==> src/rtl/barrier_sequencer_if.sv <==
// Signal bundle between the barrier sequencer and its environment:
// barrier sprites, player lane input, frame sync and the HUD outputs.
interface barrier_sequencer_if;
    logic        i_v_sync;
    logic        i_start;
    logic        i_player_lane;
    logic        i_in_position_left;
    logic        i_in_position_right;
    logic        o_active_left;
    logic        o_active_right;
    logic [15:0] o_score;
    logic [1:0]  o_lives;
    logic        o_game_over;
    logic        o_hit_pulse;
    logic        o_dodge_pulse;

    // The sequencer itself
    modport slave (
        input  i_v_sync,
        input  i_start,
        input  i_player_lane,
        input  i_in_position_left,
        input  i_in_position_right,
        output o_active_left,
        output o_active_right,
        output o_score,
        output o_lives,
        output o_game_over,
        output o_hit_pulse,
        output o_dodge_pulse
    );

    // Whatever drives the sequencer (game top level or a bench)
    modport master (
        output i_v_sync,
        output i_start,
        output i_player_lane,
        output i_in_position_left,
        output i_in_position_right,
        input  o_active_left,
        input  o_active_right,
        input  o_score,
        input  o_lives,
        input  o_game_over,
        input  o_hit_pulse,
        input  o_dodge_pulse
    );
endinterface

==> src/rtl/barrier_sequencer.sv <==
// Spawns left/right barriers on frame ticks, resolves each as hit or dodge,
// and keeps score, lives and game-over state.
module barrier_sequencer #(
    parameter int unsigned GAP_FRAMES    = 60,
    parameter int unsigned TRAVEL_FRAMES = 36,
    parameter int unsigned LIVES         = 3,
    parameter logic [7:0]  LFSR_SEED     = 8'hA5
) (
    input  logic               i_clk,
    input  logic               i_rst_n,
    barrier_sequencer_if.slave bus
);
    localparam int unsigned MAX_FRAMES = (GAP_FRAMES > TRAVEL_FRAMES) ? GAP_FRAMES : TRAVEL_FRAMES;
    localparam int unsigned CNT_W      = (MAX_FRAMES < 256) ? 8 : $clog2(MAX_FRAMES + 1);
    localparam logic [7:0]       SEED        = (LFSR_SEED == 8'h00) ? 8'h01 : LFSR_SEED;
    localparam logic [1:0]       LIVES_INIT  = 2'(LIVES);
    localparam logic [CNT_W-1:0] GAP_LAST    = CNT_W'(GAP_FRAMES);
    localparam logic [CNT_W-1:0] TRAVEL_LAST = CNT_W'(TRAVEL_FRAMES);

    typedef enum logic [2:0] {
        S_IDLE,
        S_GAP,
        S_ACTIVE,
        S_RESOLVE,
        S_GAMEOVER
    } state_t;

    // Bit 0: v_sync, bit 1: left in_position, bit 2: right in_position
    logic [2:0]       w_async_in;
    logic [2:0]       r_meta;
    logic [2:0]       r_sync;
    logic             r_vs_prev;
    logic [7:0]       r_lfsr;

    state_t           r_state;
    logic [CNT_W-1:0] r_cnt;
    logic             r_hit_flag;
    logic             r_side;
    logic             r_active_left;
    logic             r_active_right;
    logic [15:0]      r_score;
    logic [1:0]       r_lives;
    logic             r_game_over;
    logic             r_hit_pulse;
    logic             r_dodge_pulse;

    logic             w_frame_tick;
    logic             w_lfsr_fb;
    logic             w_side_in_pos;
    logic             w_hit;
    logic [CNT_W-1:0] w_cnt_inc;

    assign w_async_in    = {bus.i_in_position_right, bus.i_in_position_left, bus.i_v_sync};
    assign w_frame_tick  = r_sync[0] & ~r_vs_prev;
    assign w_lfsr_fb     = r_lfsr[7] ^ r_lfsr[5] ^ r_lfsr[4] ^ r_lfsr[3];
    assign w_side_in_pos = r_side ? r_sync[2] : r_sync[1];
    assign w_cnt_inc     = r_cnt + 1'b1;

    // The off-side in_position never reaches this term, so it cannot score a hit
    assign w_hit = (r_state == S_ACTIVE) && w_side_in_pos &&
                   (bus.i_player_lane == r_side) && !r_hit_flag;

    always_ff @(posedge i_clk or negedge i_rst_n) begin
        if (!i_rst_n) begin
            r_meta    <= 3'b000;
            r_sync    <= 3'b000;
            r_vs_prev <= 1'b0;
            r_lfsr    <= SEED;
        end else begin
            r_meta    <= w_async_in;
            r_sync    <= r_meta;
            r_vs_prev <= r_sync[0];
            r_lfsr    <= {r_lfsr[6:0], w_lfsr_fb};
        end
    end

    always_ff @(posedge i_clk or negedge i_rst_n) begin
        if (!i_rst_n) begin
            r_state        <= S_IDLE;
            r_cnt          <= '0;
            r_hit_flag     <= 1'b0;
            r_side         <= 1'b0;
            r_active_left  <= 1'b0;
            r_active_right <= 1'b0;
            r_score        <= 16'h0000;
            r_lives        <= LIVES_INIT;
            r_game_over    <= 1'b0;
            r_hit_pulse    <= 1'b0;
            r_dodge_pulse  <= 1'b0;
        end else begin
            r_hit_pulse   <= 1'b0;
            r_dodge_pulse <= 1'b0;
            case (r_state)
                S_IDLE: begin
                    if (bus.i_start) begin
                        r_state <= S_GAP;
                        r_score <= 16'h0000;
                        r_lives <= LIVES_INIT;
                        r_cnt   <= '0;
                    end
                end
                S_GAP: begin
                    if (w_frame_tick) begin
                        if (w_cnt_inc == GAP_LAST) begin
                            r_state        <= S_ACTIVE;
                            r_cnt          <= '0;
                            r_hit_flag     <= 1'b0;
                            r_side         <= r_lfsr[0];
                            r_active_left  <= ~r_lfsr[0];
                            r_active_right <= r_lfsr[0];
                        end else begin
                            r_cnt <= w_cnt_inc;
                        end
                    end
                end
                S_ACTIVE: begin
                    if (w_hit) begin
                        r_hit_flag  <= 1'b1;
                        r_hit_pulse <= 1'b1;
                        if (r_lives != 2'd0) begin
                            r_lives <= r_lives - 2'd1;
                        end
                    end
                    // Dodge is scored on entry so its pulse lines up with the RESOLVE cycle;
                    // a hit arriving on the final tick still suppresses it.
                    if (w_frame_tick) begin
                        if (w_cnt_inc == TRAVEL_LAST) begin
                            r_state        <= S_RESOLVE;
                            r_cnt          <= '0;
                            r_active_left  <= 1'b0;
                            r_active_right <= 1'b0;
                            if (!r_hit_flag && !w_hit) begin
                                r_dodge_pulse <= 1'b1;
                                if (r_score != 16'hFFFF) begin
                                    r_score <= r_score + 16'd1;
                                end
                            end
                        end else begin
                            r_cnt <= w_cnt_inc;
                        end
                    end
                end
                S_RESOLVE: begin
                    r_cnt <= '0;
                    if (r_lives == 2'd0) begin
                        r_state     <= S_GAMEOVER;
                        r_game_over <= 1'b1;
                    end else begin
                        r_state <= S_GAP;
                    end
                end
                S_GAMEOVER: begin
                    if (bus.i_start) begin
                        r_state     <= S_GAP;
                        r_game_over <= 1'b0;
                        r_score     <= 16'h0000;
                        r_lives     <= LIVES_INIT;
                        r_cnt       <= '0;
                    end
                end
                default: begin
                    r_state <= S_IDLE;
                end
            endcase
        end
    end

    assign bus.o_active_left  = r_active_left;
    assign bus.o_active_right = r_active_right;
    assign bus.o_score        = r_score;
    assign bus.o_lives        = r_lives;
    assign bus.o_game_over    = r_game_over;
    assign bus.o_hit_pulse    = r_hit_pulse;
    assign bus.o_dodge_pulse  = r_dodge_pulse;

endmodule

==> src/flat_wrapper.sv <==
// flat-port wrapper written by rule: the top's interface ports become plain ports
module barrier_sequencer_flat 
#(
    parameter int unsigned GAP_FRAMES    = 60,
    parameter int unsigned TRAVEL_FRAMES = 36,
    parameter int unsigned LIVES         = 3,
    parameter logic [7:0]  LFSR_SEED     = 8'hA5
)
  (i_clk, i_rst_n, bus_i_v_sync, bus_i_start, bus_i_player_lane, bus_i_in_position_left, bus_i_in_position_right, bus_o_active_left, bus_o_active_right, bus_o_score, bus_o_lives, bus_o_game_over, bus_o_hit_pulse, bus_o_dodge_pulse);
  barrier_sequencer_if bus_i ();
  input  logic i_clk;
  input  logic i_rst_n;
  input wire logic [$bits(bus_i.i_v_sync)-1:0] bus_i_v_sync;
  input wire logic [$bits(bus_i.i_start)-1:0] bus_i_start;
  input wire logic [$bits(bus_i.i_player_lane)-1:0] bus_i_player_lane;
  input wire logic [$bits(bus_i.i_in_position_left)-1:0] bus_i_in_position_left;
  input wire logic [$bits(bus_i.i_in_position_right)-1:0] bus_i_in_position_right;
  output wire logic [$bits(bus_i.o_active_left)-1:0] bus_o_active_left;
  output wire logic [$bits(bus_i.o_active_right)-1:0] bus_o_active_right;
  output wire logic [$bits(bus_i.o_score)-1:0] bus_o_score;
  output wire logic [$bits(bus_i.o_lives)-1:0] bus_o_lives;
  output wire logic [$bits(bus_i.o_game_over)-1:0] bus_o_game_over;
  output wire logic [$bits(bus_i.o_hit_pulse)-1:0] bus_o_hit_pulse;
  output wire logic [$bits(bus_i.o_dodge_pulse)-1:0] bus_o_dodge_pulse;
  assign bus_i.i_v_sync = bus_i_v_sync;
  assign bus_i.i_start = bus_i_start;
  assign bus_i.i_player_lane = bus_i_player_lane;
  assign bus_i.i_in_position_left = bus_i_in_position_left;
  assign bus_i.i_in_position_right = bus_i_in_position_right;
  assign bus_o_active_left = bus_i.o_active_left;
  assign bus_o_active_right = bus_i.o_active_right;
  assign bus_o_score = bus_i.o_score;
  assign bus_o_lives = bus_i.o_lives;
  assign bus_o_game_over = bus_i.o_game_over;
  assign bus_o_hit_pulse = bus_i.o_hit_pulse;
  assign bus_o_dodge_pulse = bus_i.o_dodge_pulse;
  barrier_sequencer #(.GAP_FRAMES(GAP_FRAMES), .TRAVEL_FRAMES(TRAVEL_FRAMES), .LIVES(LIVES), .LFSR_SEED(LFSR_SEED)) u_core (.i_clk(i_clk), .i_rst_n(i_rst_n), .bus(bus_i));
endmodule
==> config.mk <==
export PLATFORM = sky130hd
export DESIGN_NAME = barrier_sequencer_flat
export DESIGN_NICKNAME = d
export VERILOG_FILES = /design/src/rtl/barrier_sequencer_if.sv /design/src/rtl/barrier_sequencer.sv /design/src/flat_wrapper.sv
export SDC_FILE = /design/constraint.sdc
export NUM_CORES = 1
export LEC_CHECK = 0
export CORE_UTILIZATION = 40
export CTS_CLUSTER_DIAMETER = 100
export DETAILED_ROUTE_END_ITERATION = 7
export SLEW_MARGIN = 5
export SYNTH_ARGS = -nofsm -noshare
export SYNTH_HDL_FRONTEND = slang
export SYNTH_SLANG_ARGS = --single-unit
export TNS_END_PERCENT = 30
==> constraint.sdc <==
create_clock -name i_clk -period 2.1 [get_ports i_clk]
set_input_delay 0.42 -clock i_clk [delete_from_list [all_inputs] [get_ports i_clk]]
set_output_delay 0.42 -clock i_clk [all_outputs]
set_load 0.01 [all_outputs]
==> results.txt <==
Status -> complete, no violations
HP Class -> in -> async
Vias in the first global route -> 1979
First DRT Iteration DRCs -> 126
Fin crit period -> 1.979 ns
Syn Nets -> 253
Yosys top cell area share -> 0.4580
CTS Buf Count -> 5
Drt pass-1 iters -> 4
Final period utilization -> 0.9425
Total gr overflow -> 0
CP Capture Type -> flop
Post-route cell area -> 0.003168 mm2
Rows -> 28
Final setup fails -> 0
Worst setup path category -> reg -> reg
Layout cells sized above 1 -> 0.1993
PortBufs -> 29
Drt wl/cell -> 14.63 um
Slew HR -> 0.5769
Synth Flop Type -> dfrtp_1
CP arrival -> 2.19 ns
Die width -> 80.40 um
Highest routed layer -> met4
Detailed placement HPWL -> 3.804 mm
Met2 WL -> 2.534 mm
Final net count -> 310
Final Max Tran Viols -> 0
Post-synth cell types -> 50
Clk_skew -> 0.008769 ns
Num ports -> 30
Clock buffer depth -> 2
First-pass GRT wire length -> 9.294 mm
Yosys warnings -> 0
Max incr delay on CP -> 0.41 ns
Number of max-cap violations -> 0
Vias per cell -> 5.471
CP max-delay cell -> dfrtp_1
Core Area -> 0.005921 mm2
Power density over cell area -> 629.0 mW/mm2
CP max FO -> 6
Drc violations -> 0
Ys async rst share -> 1.000
Total length of routed met3 wires -> 161 um
Startpoint Class -> flop
WL final -> 5.500 mm
Final core utilization -> 0.5351
CP Data Required Time -> 2.31 ns
Fmax -> 505.2 MHz
Mapped cell area -> 0.002459 mm2
CTS tree -> built
Top post-synthesis cells by area -> dfrtp_1 (46%), dfstp_2 (6.4%), o21ai_0 (3.9%)
Crit-path cells -> ha_2, nor4b_4, buf_4, a31oi_1, o221ai_2, or2_2, o31ai_1
Wire length on met1 -> 2.772 mm
Register area share after synthesis -> 0.5221
Worst-Margin Slew -> 0.6346 ns
Max IR drop VDD -> 356.4 uV
Gr usage total -> 0.1862
Most common cell after layout, fill and taps aside -> dfrtp_1
Area leader, netlist -> dfrtp_1
Most frequent cells in the layout -> dfrtp_1 (44), clkdlybuf4s50_1 (28), buf_4 (26)
Hold_buf cts -> 0
Starting density of the core -> 0.4153
Die ar. -> 0.006464 mm2
Pin count of the biggest net entering global routing -> 52
Die Span Y -> 80.40 um
DR vias -> 2057
Post-synthesis instance total -> 243
Final Hold Viols -> 0
Area grow syn2layout -> 28.86%
Layout fillers -> 543
Initial antenna violation count -> 0
RD Place Congestion -> 0.7777
Leakage power -> 1.275 nW
Antenna cells -> 0
CTS Sinks -> 51
RSZ-0062 raised after global routing -> true
Htree depth -> 2
Root buffer cell -> clkbuf_8
Post-Syn Area per Cell -> 10.12 um2
Worst skew pair latency -> 0.30 ns
Dpl cell area -> 0.002973 mm2
Final ANT Viol Nets -> 0
Synthesis-stage register bit count -> 51
EDFF count, synth -> 0
Clock-pin transition on the worst setup and hold timing paths -> 0.10 ns
-- registers in the layout, summed over array words and instances, names as in the netlist --
register,cells
u_core.bus.o_game_over,1
u_core.bus.o_score,16
u_core.r_state,3
u_core.r_sync,3
u_core.r_vs_prev,1
u_core.bus.o_dodge_pulse,1
u_core.r_side,1
u_core.bus.o_hit_pulse,1
u_core.bus.o_active_left,1
u_core.r_hit_flag,1
u_core.r_cnt,8
u_core.r_lfsr,8
u_core.r_meta,3
u_core.bus.o_lives,2
u_core.bus.o_active_right,1
-- power breakdown --
group	internal (mW)	switching (mW)
sequential	1.04	0.0740
combinational	0.140	0.180
clock	0.233	0.331
-- logic make-up (layout without fill, tap and decap cells) --
logic type	Yosys count	count (layout)	synth area share
simple gates	94	94	0.2178
flops	51	51	0.5221
fa+ha+maj	4	4	0.01934
compound gates	74	75	0.1919
buf+inv	14	71	0.02595
xor+xnor	4	4	0.01425
mux	2	2	0.008651
-- repair_timing --
item / 4_1_cts / 5_1_grt
cloned: 0 / 1
gates resized for setup: 3 / 5
pin swaps: 0 / 3
endpoints found under the setup margin: 20 / 21
setup buffers: 1 / 3
-- Yosys cell counts (6+ instances only) --
master and count:
dfrtp_1 45, nand2_1 24, o21ai_0 19, nor2_1 15, o21ai_1 15, nand3_1 13
a21oi_1 9, o31ai_1 9, a31oi_1 8, inv_1 7, dfstp_2 6, nand4_1 6
-- per-layer routing --
| layer | global-route usage | vias up |
|---|---|---|
| met1 | 0.2541 | 1014 |
| met5 | 0 | - |
| met4 | 0.05536 | 0 |
| li1 | - | 1007 |
| met2 | 0.2975 | 34 |
| met3 | 0.03636 | 2 |
-- through the flow --
step	setup slack, ns	hold WS [ns]	power (mW)	TNS [ns]	std cells
after global placement	-0.1903	0.3318	1.407	-1.705	363
after detailed placement	-0.2186	0.3364	1.417	-2.111	363
after floorplan	0.1845	0.1244	1.302	0	243
after global routing	-0.03420	0.2733	2.113	-0.03768	376
after CTS	0.008078	0.2381	2.003	0	372
final	0.1207	0.2099	1.993	0	376
-- critical path: cells and delay by family, from the launching register on --
| family | cells | cell delay, ns |
|---|---|---|
| compound gates | 3 | 0.60 |
| fa+ha+maj | 1 | 0.22 |
| buf+inv | 1 | 0.16 |
| flops | 1 | 0.41 |
| simple gates | 2 | 0.49 |
-- path summary, 6_finish.rpt --
check,slack [ns],end,start,cells past startpoint
min,0.21,u_core.bus.o_score[14]$_DFFE_PN0P_,i_rst_n,2
max in group asynchronous,1.43,u_core.r_state[1]$_DFFE_PN0P_,i_rst_n,2
min reg2reg,0.36,u_core.r_sync[1]$_DFF_PN0_,u_core.r_meta[1]$_DFF_PN0_,0
min in group i_clk,0.36,u_core.r_sync[1]$_DFF_PN0_,u_core.r_meta[1]$_DFF_PN0_,0
max reg2reg,0.12,u_core.r_cnt[5]$_DFFE_PN0P_,u_core.r_cnt[1]$_DFFE_PN0P_,7
max,0.12,u_core.r_cnt[5]$_DFFE_PN0P_,u_core.r_cnt[1]$_DFFE_PN0P_,7
-- final cells by class --
type | count | area (um2) | share of cell area
Sequential cell | 51 | 1285 | 0.4056
Multi-Input combinational cell | 179 | 1174 | 0.3705
Timing Repair Buffer | 56 | 500.5 | 0.1580
Tap cell | 75 | 93.84 | 0.02962
Clock buffer | 5 | 68.82 | 0.02172
Inverter | 7 | 26.28 | 0.008294
Clock inverter | 3 | 20.02 | 0.006319
Note: power is estimated with default switching activity, not from simulation.
